$ cat src/rtl/seg7_display_scan.sv
// Binary-to-BCD (double-dabble) converter feeding a multiplexed 7-segment scanner.
// Latency: start sampled at edge k -> done pulse WIDTH+1 edges later; an/seg lag the digit index by one cycle.
// Backpressure: start is accepted only while busy=0; a start seen while busy is dropped, never queued.
// Optional build macro: SEG7_LEADING_ZERO_BLANK_EN blanks leading zero digits (digit 0 always shown).
module seg7_display_scan #(
   parameter int WIDTH       = 11,
   parameter int DIGITS      = 4,
   parameter int REFRESH_DIV = 50000
) (
   input  logic              clk,
   input  logic              rst,
   input  logic [WIDTH-1:0]  bin_in,
   input  logic              start,
   output logic              busy,
   output logic              done,
   output logic              overflow,
   output logic [DIGITS-1:0] an,
   output logic [6:0]        seg
);

   // Every 3 binary bits need at most one decimal digit; always keep at least one
   // nibble above the display so values past 10^DIGITS-1 remain visible.
   localparam int NIB_NEED = (WIDTH + 2) / 3;
   localparam int BCD_NIB  = (NIB_NEED > DIGITS) ? NIB_NEED : DIGITS + 1;
   localparam int BCD_W    = 4 * BCD_NIB;
   localparam int DISP_W   = 4 * DIGITS;
   localparam int CNT_W    = $clog2(WIDTH + 1);
   localparam int REF_W    = $clog2(REFRESH_DIV);
   localparam int IDX_W    = (DIGITS > 1) ? $clog2(DIGITS) : 1;

   typedef enum logic [1:0] {
      IDLE  = 2'd0,
      SHIFT = 2'd1,
      LATCH = 2'd2
   } state_t;

   state_t             state_q, state_d;
   logic [WIDTH-1:0]   sh_q, sh_d;
   logic [BCD_W-1:0]   bcd_q, bcd_d;
   logic [CNT_W-1:0]   cnt_q, cnt_d;
   logic [DISP_W-1:0]  disp_q, disp_d;
   logic               busy_q, busy_d;
   logic               done_q, done_d;
   logic               ovf_q, ovf_d;
   logic [REF_W-1:0]   ref_q, ref_d;
   logic [IDX_W-1:0]   idx_q, idx_d;
   logic [DIGITS-1:0]  an_q, an_d;
   logic [6:0]         seg_q, seg_d;

   logic [BCD_W-1:0]   bcd_adj;
   logic [3:0]         cur_nib;
   logic               blank_cur;

   // Segment pattern {g,f,e,d,c,b,a}, active-low; non-decimal nibbles go dark.
   function automatic logic [6:0] seg_code(input logic [3:0] nib);
      case (nib)
         4'd0:    seg_code = 7'h40;
         4'd1:    seg_code = 7'h79;
         4'd2:    seg_code = 7'h24;
         4'd3:    seg_code = 7'h30;
         4'd4:    seg_code = 7'h19;
         4'd5:    seg_code = 7'h12;
         4'd6:    seg_code = 7'h02;
         4'd7:    seg_code = 7'h78;
         4'd8:    seg_code = 7'h00;
         4'd9:    seg_code = 7'h10;
         default: seg_code = 7'h7F;
      endcase
   endfunction

   // Double-dabble correction: add 3 to every nibble that would overflow on the next shift.
   always_comb begin
      bcd_adj = bcd_q;
      for (int i = 0; i < BCD_NIB; i++) begin
         if (bcd_q[4*i +: 4] >= 4'd5) begin
            bcd_adj[4*i +: 4] = bcd_q[4*i +: 4] + 4'd3;
         end
      end
   end

   // Conversion FSM next-state: capture, WIDTH shift steps, then latch to the display.
   always_comb begin
      state_d = state_q;
      sh_d    = sh_q;
      bcd_d   = bcd_q;
      cnt_d   = cnt_q;
      disp_d  = disp_q;
      ovf_d   = ovf_q;
      done_d  = 1'b0;
      case (state_q)
         IDLE: begin
            if (start) begin
               sh_d    = bin_in;
               bcd_d   = '0;
               cnt_d   = '0;
               state_d = SHIFT;
            end
         end
         SHIFT: begin
            // Top bit of the corrected value cannot be set for in-range inputs; it is dropped by the shift.
            bcd_d = BCD_W'({bcd_adj, sh_q[WIDTH-1]});
            sh_d  = sh_q << 1;
            cnt_d = cnt_q + 1'b1;
            if (cnt_q == CNT_W'(WIDTH - 1)) begin
               state_d = LATCH;
            end
         end
         LATCH: begin
            disp_d  = bcd_q[DISP_W-1:0];
            ovf_d   = |bcd_q[BCD_W-1:DISP_W];
            done_d  = 1'b1;
            state_d = IDLE;
         end
         default: begin
            state_d = IDLE;
         end
      endcase
      busy_d = (state_d != IDLE);
   end

   // Select the nibble for the digit currently being scanned.
   always_comb begin
      cur_nib = 4'd0;
      for (int i = 0; i < DIGITS; i++) begin
         if (idx_q == IDX_W'(i)) begin
            cur_nib = disp_q[4*i +: 4];
         end
      end
   end

`ifdef SEG7_LEADING_ZERO_BLANK_EN
   logic [DIGITS-1:0] lead_zero;

   // lead_zero[i]: this digit and every digit above it are zero, so digit i is a leading zero.
   always_comb begin
      lead_zero             = '0;
      lead_zero[DIGITS-1]   = (disp_q[DISP_W-1 -: 4] == 4'd0);
      for (int i = DIGITS - 2; i >= 0; i--) begin
         lead_zero[i] = lead_zero[i+1] && (disp_q[4*i +: 4] == 4'd0);
      end
      blank_cur = 1'b0;
      for (int i = 1; i < DIGITS; i++) begin
         if (idx_q == IDX_W'(i)) begin
            blank_cur = lead_zero[i];
         end
      end
   end
`else
   // Every digit shows its value, leading zeros included.
   always_comb begin
      blank_cur = 1'b0;
   end
`endif

   // Scan timing and registered digit drive; overflow dashes win over blanking.
   always_comb begin
      if (ref_q == REF_W'(REFRESH_DIV - 1)) begin
         ref_d = '0;
         idx_d = (idx_q == IDX_W'(DIGITS - 1)) ? '0 : idx_q + 1'b1;
      end else begin
         ref_d = ref_q + 1'b1;
         idx_d = idx_q;
      end
      an_d = ~(DIGITS'(1) << idx_q);
      if (ovf_q) begin
         seg_d = 7'h3F;
      end else if (blank_cur) begin
         seg_d = 7'h7F;
      end else begin
         seg_d = seg_code(cur_nib);
      end
   end

   // State registers; reset aborts any conversion and darkens the display.
   always_ff @(posedge clk) begin
      if (rst) begin
         state_q <= IDLE;
         sh_q    <= '0;
         bcd_q   <= '0;
         cnt_q   <= '0;
         disp_q  <= '0;
         busy_q  <= 1'b0;
         done_q  <= 1'b0;
         ovf_q   <= 1'b0;
         ref_q   <= '0;
         idx_q   <= '0;
         an_q    <= '1;
         seg_q   <= 7'h7F;
      end else begin
         state_q <= state_d;
         sh_q    <= sh_d;
         bcd_q   <= bcd_d;
         cnt_q   <= cnt_d;
         disp_q  <= disp_d;
         busy_q  <= busy_d;
         done_q  <= done_d;
         ovf_q   <= ovf_d;
         ref_q   <= ref_d;
         idx_q   <= idx_d;
         an_q    <= an_d;
         seg_q   <= seg_d;
      end
   end

   assign busy     = busy_q;
   assign done     = done_q;
   assign overflow = ovf_q;
   assign an       = an_q;
   assign seg      = seg_q;

endmodule

$ cat config.mk
export PLATFORM = sky130hd
export DESIGN_NAME = seg7_display_scan
export DESIGN_NICKNAME = d
export VERILOG_FILES = /design/src/rtl/seg7_display_scan.sv
export SDC_FILE = /design/constraint.sdc
export NUM_CORES = 1
export LEC_CHECK = 0
export CORE_MARGIN = 2
export CORE_UTILIZATION = 51
export CTS_CLUSTER_DIAMETER = 80
export DETAILED_ROUTE_END_ITERATION = 7
export GPL_TIMING_DRIVEN = 0
export HOLD_SLACK_MARGIN = 0.02
export PLACE_DENSITY = 0.72
export SLEW_MARGIN = 30
export SYNTH_ARGS = -nofsm -noshare
export SYNTH_HDL_FRONTEND = slang
export SYNTH_SLANG_ARGS = --single-unit
export TNS_END_PERCENT = 100
$ cat constraint.sdc
create_clock -name clk -period 4.24 [get_ports clk]
set_input_delay 0.424 -clock clk [delete_from_list [all_inputs] [get_ports clk]]
set_output_delay 0.424 -clock clk [all_outputs]
set_load 0.02 [all_outputs]
# Word level (Yosys, flattened, before mapping)
# Memory sizes are Yosys's and may differ from the RTL's.
# Index checks and enable logic that the tools add are counted.
word_totals:
  mem_count: 1
  mem_bits_rw: 0
  ff_bits: 85
  out_inout_bits: 14
  wordCells: 66
  latchBits: 0
  in_bits: 14
  mem_bits_ro: 112
op_classes:
  multipliers: 0
  n_reduce_logical: 8
  n_eq_ne: 8
  shifts: 1
  add_sub_neg: 8
  div_mod_pow: 0
  order_cmp: 5
  bitwise: 1
  mux: 21
mem_list:
  columns: ["memory", "words", "width", "rd", "rd_ports_with_merged_regs", "wr", "line_no", "source"]
  rows:
  - ["(name not given)", 16, 7, 1, 0, 0, "56", "case (nib)"]
op_table:
  columns: ["op", "count"]
  rows:
  - ["$pmux W20 S2", 1]
  - ["$mux W4", 9]
  - ["$pmux W11 S2", 1]
  - ["$ge A4 B3 Y1 const B", 5]
  - ["$mux W20", 1]
  - ["$add A16 B1 Y16 const B", 1]
  - ["$add A4 B2 Y4 const B", 4]
  - ["$eq A16 B16 Y1 const B", 1]
  - ["$mux W11", 1]
  - ["$pmux W4 S2", 1]
  - ["$mux W7", 1]
  - ["$eq A2 B2 Y1 const B", 3]
  - ["$mux W2", 3]
  - ["$add A4 B1 Y4 const B", 1]
  - ["$eq A2 B1 Y1 const B", 2]
  - ["$eq A4 B4 Y1 const B", 1]
  - ["$logic_not A2 Y1", 2]
  - ["$not A4 Y4", 1]
  - ["$pmux W2 S2", 1]
  - ["$reduce_bool A2 Y1", 2]
  - ["$reduce_or A2 Y1", 2]
  - ["$reduce_or A4 Y1", 1]
  - ["$shl A1 B2 Y4 const A", 1]
  - ["$add A3 B2 Y3 const B", 1]
  - ["other kinds (5)", 5]

# Logic depth before layout (Yosys ltp)
# Gate-level depths: netlist of run 1.
# An unclocked memory read counts as a cell.
depth:
  ltp_word: 7
  mapped_depth: 11
  mapped_depth_nobuf: 10

# Worst setup path before layout of run 1
# OpenSTA, ideal clock, no wires.
synth_timing:
  path_type: "reg2reg"
  from: "register idx_q[0]"
  to: "register seg_q[6], in the netlist seg[6]"
  stages_incl_launch_ff: 11
  synth_period_minus_slack_ns: 2.240
  required_ns: 4.113
  path_slack_ns: 2.000
  setup_ns: 0.127
  t_arrival_ns: 2.113
  path_buffers: 1
  cell_sequence: "dfxtp_1 inv_1 ha_1 clkbuf_1 inv_1 o311ai_0 inv_1 ha_1 o21ai_0 o21a_1 o21bai_1"
synth_via:
  elab_chain_len: 7
  word_cells_on_any_way: 10
  classes_between: "3 x eq/ne; 5 x mux; 1 x reduce/logical; 1 x memory"
synth_rtl:
  columns: ["element", "line_no", "source"]
  rows:
  - ["start, declared", "46", "logic [IDX_W-1:0] idx_q, idx_d;"]
  - ["start signal, assigned", "199", "idx_q <= idx_d;"]
  - ["$logic_not A2 Y1", "125", "if (idx_q == IDX_W'(i)) begin"]
  - ["$mux W4 (3 in series)", "125", null]
  - ["$mux W4 *", "125", null]
  - ["$mem_v2 Z16 W7 *", null, null]
  - ["$mux W7 *", "165", "if (ovf_q) begin"]
  - ["end signal, assigned", "201", "seg_q <= seg_d;"]
  - ["end, declared", "48", "logic [6:0] seg_q, seg_d;"]
# Mark *: on every way between the ends. The rest lies on a longest branch, timed or not.
# A chain may end at the register's enable or synchronous reset.

# Worst setup path in the final report of run 1
layout_timing:
  from: "register idx_q[0]"
  to: "register seg_q[3], in the netlist seg[3]"
layout_via:
  elab_chain_len: 6
  word_cells_on_any_way: 9
  classes_between: "3 x eq/ne; 4 x mux; 1 x reduce/logical; 1 x memory"
layout_rtl:
  columns: ["element", "line_no"]
  rows:
  - ["$logic_not A2 Y1", "125"]
  - ["$mux W4 (3 in series)", "125"]
  - ["$mux W4 *", "125"]
  - ["$mem_v2 Z16 W7 *", null]
# Marked as above.

==> results of run 1 <==
[through the flow]
stage | utilization [%] | power [mW] | cells | worst slack (ns)
2_1_floorplan | - | 0.904 | 475 | 2.00
3_3_place_gp | 58.8 | 0.945 | 601 | 1.60
3_5_place_dp | 58.8 | 0.947 | 601 | 1.53
4_1_cts | 62.1 | 1.62 | 616 | 1.50
5_1_grt | 62.1 | 1.68 | 616 | 1.38
6_report | 62.1 | 1.61 | 616 | 1.68
[layout make-up]
class / count / area (µm²)
timing repair buffer: 27 / 270
tap: 99 / 124
buffer: 24 / 96.3
multi-input combinational: 342 / 2030
clock buffer: 9 / 124
fill: 657 / 2780
sequential: 85 / 1700
inverter: 24 / 90.1
clock inverter: 6 / 113
[worst max-delay path: cells and delay by family, from the launching register on]
| family | cells | cell delay, ns |
|---|---|---|
| DFF | 1 | 0.41 |
| AOI/OAI and AO/OA | 3 | 0.80 |
| buffers and inverters | 3 | 0.55 |
| adders and majority gates | 2 | 0.49 |
| and+or+nand+nor | 1 | 0.19 |
[Yosys cell counts (all sizes together)]
| cell type | n |
|---|---|
| o21bai | 1 |
| mux2i | 3 |
| inv | 24 |
| o2bb2ai | 1 |
| clkbuf | 21 |
| nor3 | 12 |
| o311ai | 1 |
| xnor2 | 19 |
| a21oi | 34 |
| nand4 | 3 |
| a211oi | 15 |
| buf | 3 |
| nand3 | 10 |
| and3 | 2 |
| nor4b | 1 |
| a221oi | 3 |
| o211ai | 4 |
| nand2 | 61 |
| o21ai | 23 |
| nor2 | 71 |
| xor2 | 5 |
| a32oi | 6 |
| or4 | 2 |
| ha | 23 |
| nand3b | 4 |
| mux2 | 2 |
| dfxtp | 85 |
| nor2b | 3 |
| or3 | 2 |
| nand2b | 11 |
| a21o | 5 |
| nor3b | 4 |
| o21a | 2 |
| a22oi | 9 |
[cell families after synthesis]
| group | count (synthesis) | synth area share [%] |
|---|---|---|
| AOI/OAI and AO/OA | 104 | 16.7 |
| xor gates and xnor gates | 24 | 5.36 |
| adders and majority gates | 23 | 7.34 |
| buffers and inverters | 48 | 4.76 |
| DFF | 85 | 43.4 |
| muxes | 5 | 1.34 |
| and+or+nand+nor | 186 | 21.0 |
[report_power, final]
| group | internal, mW | total (mW) | switching, mW |
|---|---|---|---|
| logic | 0.0408 | 0.104 | 0.0628 |
| registers | 0.816 | 0.825 | 0.00882 |
| clock network | 0.389 | 0.681 | 0.292 |
| total | 1.25 | 1.61 | 0.364 |
[worst paths after layout]
path	from	to
worst max register to register	idx_q[0]	seg[3]
worst max-delay path	idx_q[0]	seg[3]
worst min-delay path	disp_q[8]	disp_q[8]
worst min register to register	disp_q[8]	disp_q[8]
[flip-flops by register name, indices dropped and copies added (netlist names)]
signal,flops
bcd_q,20
disp_q,16
ref_q,16
sh_q,11
seg,7
an,4
cnt_q,4
idx_q,2
state_q,2
busy,1
done,1
overflow,1
[per-layer routing]
metal / wire length, µm / vias to the layer above
met5: 0 / -
met4: 68 / 0
li1: - / 1680
met1: 4040 / 1548
met3: 370 / 9
met2: 4080 / 69
==> flow_summary.json, run 1 <==
{
  "place_congestion": 0.788,
  "synth_top_area_share_pct": 43.4,
  "vias": 3306,
  "cts-root-buf": "clkbuf_8",
  "start_util_pct": 53.5,
  "synth_area_leaders": "dfxtp_1 (43%), ha_1 (7.3%), nor2_1 (6.8%)",
  "ioPinCount": 28,
  "finalWirelength_mm": 8.56,
  "synth_area_um2": 3920,
  "required_ns": 4.47,
  "cts_setup_buffers": 0,
  "layout_common_cells": "dfxtp_1 (85), nor2_1 (71), nand2_1 (61)",
  "setup.worst_path.end_class": "flip-flop",
  "cts_tree": "built",
  "nets": 550,
  "syn_avg_cell_area_um2": 8.25,
  "grt_max_degree": 15,
  "finalClockSkew_ns": 0.0146,
  "viasPerCell": 5.37,
  "cp_slowest_cell": "a221oi_1",
  "met1_usage_pct": 27.9,
  "worst_pin_slew_ns": 0.810,
  "antenna-diode-count": 0,
  "fp.dieW_um": 91.7,
  "hold_viol_final": 0,
  "core.rowCount": 31,
  "grt_pass1_vias": 3140,
  "layout_commonest_cell": "dfxtp_1",
  "hpwlAfterDp_mm": 6.01,
  "grt-ovfl-total": 0,
  "met3_usage_pct": 3.86,
  "fmax_ghz": 0.391,
  "slew_viol_final": 0,
  "slowest_delay_ns": 0.54,
  "crit_chain": "inv_1, ha_1, clkbuf_1, nor3b_1, a221oi_1, inv_1, ha_1, o21ai_0, a21oi_1",
  "drcViolationCount": 0,
  "slew_headroom_pct": 46.0,
  "drive_gt1_share_pct": 4.26,
  "initialDrtViolationCount": 142,
  "core_area_um2": 7330,
  "holdPathStages": 2,
  "p_per_area_nw_per_um2": 354,
  "ant_nets": 0,
  "holdBufCountCts": 0,
  "clkSinkCount": 85,
  "portBuffers": 27,
  "critical_path_class": "flip-flop to flip-flop",
  "setup_tns_ns": 0,
  "met2_usage_pct": 37.4,
  "stdcell_area_um2": 4550,
  "die_area_um2": 8400,
  "synth_cell_type_count": 40,
  "worstPathMaxFanout": 9,
  "cts_resized": 0,
  "dr.pass1.iters": 4,
  "wl_per_cell_um": 13.9,
  "grt_use_total_pct": 21.7,
  "path_clk_slew_ns": 0.09,
  "rsz0062_at_grt": "false",
  "clk_path_buf_depth": 2,
  "p_leak_nw": 1.67,
  "hold_slack_ns": 0.463,
  "worstPathArrival_ns": 2.79,
  "reg2reg_slack_ns": 1.68,
  "clk_latency_ns": 0.36,
  "hp-class": "flip-flop to flip-flop",
  "syn_nets": 512,
  "antenna_found_initial": 0,
  "area_delta_synth_final_pct": 16.1,
  "maxCapViolCount": 0,
  "cts_htree_levels": 3,
  "synth-seq-cells": 85,
  "place_area_um2": 4310,
  "worstSetupStartpointType": "flip-flop",
  "post-route-period-util_pct": 60.3,
  "yosys_warnings": 0,
  "cts_buffers": 9,
  "period_needed_ns": 2.56,
  "top_usage_layer": "met2",
  "seq_area_frac_synth_pct": 43.4,
  "r2r_cells": 9,
  "yosysTopAreaCell": "dfxtp_1",
  "die_h_um": 91.7,
  "syn_inst": 475,
  "grt_pass1_wl_mm": 14.8,
  "setup_viol": 0,
  "status": "finished clean",
  "irDropWorstVdd_v": 0.000199
}
Power figures use the tool's default switching activity.
==> run 2: changes to the inputs <==
==> constraint.sdc (replaced) <==
create_clock -name clk -period 2.7 [get_ports clk]
set_input_delay 0.27 -clock clk [delete_from_list [all_inputs] [get_ports clk]]
set_output_delay 0.27 -clock clk [all_outputs]
set_load 0.02 [all_outputs]
==> run 2 against run 1 <==
Against the previous run: global-route usage unchanged; final area increased by 0.14%; first-iteration DRC count decreased by 11%; flip-flop and latch count unchanged; critical path type unchanged; critical endpoint unchanged; largest power group unchanged.
==> flow_summary.json, run 2 (same netlist as run 1, synthesis figures left out) <==
{
  "status": "finished clean",
  "grt_pass1_vias": 3140,
  "timing.rr.end": "seg[3]",
  "maxCapViolCount": 0,
  "p_per_area_nw_per_um2": 554,
  "clk_latency_ns": 0.35,
  "antenna_found_initial": 0,
  "worst_slack_ns": 0.226,
  "clk_path_buf_depth": 2,
  "grt-ovfl-total": 0,
  "hold_viol_final": 0,
  "finalWirelength_mm": 8.54,
  "start_util_pct": 53.5,
  "r2r_start": "idx_q[0]",
  "cts_buffers": 9,
  "hold_path_end": "disp_q[15]",
  "place_area_um2": 4310,
  "hpwlAfterDp_mm": 6.01,
  "fmax_ghz": 0.404,
  "regMostFlops": "bcd_q",
  "ioPinCount": 28,
  "wl_per_cell_um": 13.9,
  "viasPerCell": 5.32,
  "portBuffers": 27,
  "seqCellArea_um2": 1700,
  "reg2reg_slack_ns": 0.23,
  "final_util_pct": 62.1,
  "rsz0062_at_grt": "false",
  "wl_met2_mm": 4.11,
  "hold_slack_ns": 0.461,
  "instances_no_fill": 616,
  "setup_viol": 0,
  "p_leak_nw": 1.67,
  "layout_common_cells": "dfxtp_1 (85), nor2_1 (71), nand2_1 (61)",
  "multi_input_area_um2": 2040,
  "worstHoldStart": "disp_q[15]",
  "slew_viol_final": 0,
  "critical_path_class": "flip-flop to flip-flop",
  "vias": 3277,
  "fp.dieW_um": 91.7,
  "grt_pass1_wl_mm": 14.8,
  "period_needed_ns": 2.47,
  "area_delta_synth_final_pct": 16.3,
  "slew_headroom_pct": 41.5,
  "holdBufCountCts": 0,
  "setup_tns_ns": 0,
  "place_congestion": 0.788,
  "worstPathArrival_ns": 2.70,
  "met3RoutedLength_um": 338,
  "core_area_um2": 7330,
  "total_power_mw": 2.53,
  "worstPathMaxFanout": 9,
  "setup.worst_path.start": "idx_q[0]",
  "grt_max_degree": 15,
  "hp-class": "flip-flop to flip-flop",
  "clkSinkCount": 85,
  "irDropWorstVdd_v": 0.000312,
  "r2r_cells": 8,
  "nFillCells": 656,
  "met1Wirelength_mm": 4.00,
  "path_clk_slew_ns": 0.09,
  "largest_reg_flops": 20,
  "holdPathStages": 2,
  "cts_resized": 1,
  "antenna-diode-count": 0,
  "dr.pass1.iters": 4,
  "cts-root-buf": "clkbuf_8",
  "ant_nets": 0,
  "cts_setup_buffers": 0,
  "worst_pin_slew_ns": 0.878,
  "grt_use_total_pct": 21.7,
  "layout_commonest_cell": "dfxtp_1",
  "place_ws_ns": -0.00674,
  "die_h_um": 91.7,
  "cts_tree": "built",
  "initialDrtViolationCount": 127,
  "post-route-period-util_pct": 91.6,
  "nets": 550,
  "die_area_um2": 8400,
  "finalClockSkew_ns": 0.0134,
  "biggestRegsByFlops": "bcd_q (20), disp_q (16), ref_q (16)",
  "worstSetupStartpointType": "flip-flop",
  "setup.worst_path.end_class": "flip-flop",
  "stdcell_area_um2": 4560,
  "dr.max_layer_used": "met4",
  "required_ns": 2.92,
  "drcViolationCount": 0,
  "cts_htree_levels": 3,
  "drive_gt1_share_pct": 4.45,
  "place_inst": 601,
  "core.rowCount": 31
}
## run 2: changes by cell type in the layout (fill, tap and decap cells not counted)
cell | previous run | this run
a221oi_2 | 0 | 1
a221oi_1 | 3 | 2
## run 2: final cells by class
cell class                      count  share of cell area (%)
Sequential cell                    85                    37.4
Inverter                           24                    1.98
Buffer                             24                    2.11
Clock buffer                        9                    2.72
Multi-Input combinational cell    342                    44.7
Clock inverter                      6                    2.47
Timing Repair Buffer               27                    5.93
Tap cell                           99                    2.72
## run 2: worst max-delay path by stage
stage | to | cells past startpoint
finish | seg[3] | 8
global route | seg[3] | 8
CTS | seg[3] | 9
detailed placement | seg[6] | 10
global placement | seg[6] | 10
floorplan | seg[6] | 10
## run 2: routing by layer
layer | GRT usage (%) | vias up
li1 | - | 1680
met1 | 27.9 | 1529
met2 | 37.4 | 59
met3 | 3.86 | 9
met4 | 6.06 | 0
met5 | 0 | -
## run 2: critical path, cell delays in order, from the launching register on
cell	delay [ns]
dfxtp_1	0.41
inv_1	0.08
ha_1	0.20
clkbuf_1	0.19
nor3b_1	0.18
a221oi_1	0.70
nor2b_1	0.30
and3_1	0.23
a21oi_1	0.05
## run 2: power breakdown
part | internal [mW] | switching, mW | leakage (nW) | total [mW]
Combinational | 0.0641 | 0.0986 | 0.855 | 0.163
Sequential | 1.28 | 0.0138 | 0.692 | 1.29
Clock | 0.611 | 0.456 | 0.119 | 1.07
==> run 3: changes to the inputs <==
--- a/config.mk
+++ b/config.mk
@@ -12,8 +12,8 @@
 export GPL_TIMING_DRIVEN = 0
 export HOLD_SLACK_MARGIN = 0.02
 export PLACE_DENSITY = 0.72
+export RECOVER_POWER = 25
 export SLEW_MARGIN = 30
 export SYNTH_ARGS = -nofsm -noshare
 export SYNTH_HDL_FRONTEND = slang
 export SYNTH_SLANG_ARGS = --single-unit
-export TNS_END_PERCENT = 100
==> run 3 against run 2 <==
Against the previous run: worst setup slack got worse by 0.0020 ns; die area did not move; sequential share of layout area did not move; flip-flop and latch count did not move; non-clock buffer count unchanged; wire length increased by 0.35%; final cell count stayed put; via count is 0.34% lower; combinational power about the same; global-route usage did not move; largest cell class unchanged; highest routed layer unchanged.
==> flow_summary.json, run 3 (same netlist as run 1, synthesis figures left out) <==
{
  "die_h_um": 91.7,
  "required_ns": 2.92,
  "p_per_area_nw_per_um2": 555,
  "setup_tns_ns": 0,
  "portBuffers": 27,
  "grt-ovfl-total": 0,
  "clk_path_buf_depth": 2,
  "ant_nets": 0,
  "setup_viol": 0,
  "layout_commonest_cell": "dfxtp_1",
  "viasPerCell": 5.30,
  "finalWirelength_mm": 8.57,
  "antenna-diode-count": 0,
  "critical_path_class": "flip-flop to flip-flop",
  "cp_slowest_cell": "a221oi_1",
  "core_area_um2": 7330,
  "cts_setup_buffers": 0,
  "rsz0062_at_grt": "false",
  "slew_headroom_pct": 20.7,
  "start_util_pct": 53.5,
  "grt_use_total_pct": 21.7,
  "crit_chain": "inv_1, ha_1, clkbuf_1, nor3b_1, a221oi_1, nor2b_1, and3_1, a21oi_1",
  "hp-class": "flip-flop to flip-flop",
  "fp.dieW_um": 91.7,
  "worst_pin_slew_ns": 1.18,
  "grt_max_degree": 15,
  "ioPinCount": 28,
  "maxCapViolCount": 0,
  "stdcell_area_um2": 4560,
  "vias": 3266,
  "nFillCells": 656,
  "nets": 550,
  "cts_tree": "built",
  "p_leak_nw": 1.66,
  "hold_slack_ns": 0.462,
  "path_clk_slew_ns": 0.09,
  "worstPathMaxFanout": 9,
  "hold_viol_final": 0,
  "seqCellArea_um2": 1700,
  "clk_latency_ns": 0.35,
  "largest_reg_flops": 20,
  "period_needed_ns": 2.48,
  "setup.worst_path.end_class": "flip-flop",
  "total_power_mw": 2.53,
  "multi_input_area_um2": 2040,
  "cts-root-buf": "clkbuf_8",
  "grt_pass1_vias": 3140,
  "post-route-period-util_pct": 91.7,
  "biggestRegsByFlops": "bcd_q (20), disp_q (16), ref_q (16)",
  "drive_gt1_share_pct": 4.45,
  "finalClockSkew_ns": 0.0142,
  "place_area_um2": 4310,
  "hpwlAfterDp_mm": 6.01,
  "fmax_ghz": 0.404,
  "die_area_um2": 8400,
  "worstSetupStartpointType": "flip-flop",
  "drcViolationCount": 0,
  "slew_viol_final": 0,
  "dr.pass1.iters": 4,
  "antenna_found_initial": 0,
  "cts_htree_levels": 3,
  "clkSinkCount": 85,
  "slowest_delay_ns": 0.70,
  "place_congestion": 0.788,
  "layout_common_cells": "dfxtp_1 (85), nor2_1 (71), nand2_1 (61)",
  "grt_pass1_wl_mm": 14.8,
  "status": "finished clean",
  "core.rowCount": 31,
  "irDropWorstVdd_v": 0.000312,
  "area_delta_synth_final_pct": 16.3,
  "worstPathArrival_ns": 2.70,
  "final_util_pct": 62.1,
  "cts_buffers": 9,
  "wl_per_cell_um": 13.9,
  "regMostFlops": "bcd_q",
  "initialDrtViolationCount": 133
}
[run 3: cell types whose count changed in the layout (fill, tap and decap cells not counted), sizes merged]
cell	previous run	this run
dlygate4sd3	0	14
clkdlybuf4s50	27	13
[run 3: repair_timing]
| item | 4_1_cts | 5_1_grt |
|---|---|---|
| resized for setup | 1 | 1 |
| endpoints found under the hold margin | 0 | 0 |
| hold buffers | 0 | 0 |
| setup endpoints to repair | 2 | 5 |
[run 3: cell type report]
class / instances / area share [%]
Multi-Input combinational cell: 342 / 44.7
Sequential cell: 85 / 37.4
Timing Repair Buffer: 27 / 5.93
Clock buffer: 9 / 2.72
Tap cell: 99 / 2.72
Clock inverter: 6 / 2.47
Buffer: 24 / 2.11
Inverter: 24 / 1.98
[run 3: metal layers]
metal | part of all wire [%] | track usage, %
met2 | 48 | 37.4
met1 | 48 | 27.9
met4 | 0.62 | 6.06
met5 | 0 | 0
met3 | 3.5 | 3.86
[run 3: path summary, 6_finish.rpt]
| kind | from | endpoint | slack [ns] | cells past startpoint |
|---|---|---|---|---|
| setup reg to reg | idx_q[0] | seg[3] | 0.22 | 8 |
| setup / recovery | idx_q[0] | seg[3] | 0.22 | 8 |
| hold reg to reg | disp_q[15] | disp_q[15] | 0.46 | 2 |
| hold / removal | disp_q[15] | disp_q[15] | 0.46 | 2 |
[run 3: worst max-delay path, delay by kind of cell (launching register included)]
family	cells	cell delay [ns]
adder cells (fa/ha/maj)	1	0.20
buffers and inverters	2	0.27
AO/OA/AOI/OAI	2	0.75
flip-flops	1	0.41
AND/OR/NAND/NOR	3	0.71
[run 3: stage by stage]
step,setup WS (ns),instances
2_1_floorplan,0.460,475
3_3_place_gp,0.0581,601
3_5_place_dp,-0.00674,601
4_1_cts,0.126,616
5_1_grt,0.0151,616
6_report,0.224,616
[run 3: report_power, final]
group	leakage [nW]	total [mW]	switching, mW	internal (mW)
Clock	0.119	1.07	0.460	0.611
Sequential	0.692	1.29	0.0135	1.28
Combinational	0.849	0.160	0.0989	0.0614
Total	1.66	2.53	0.572	1.95
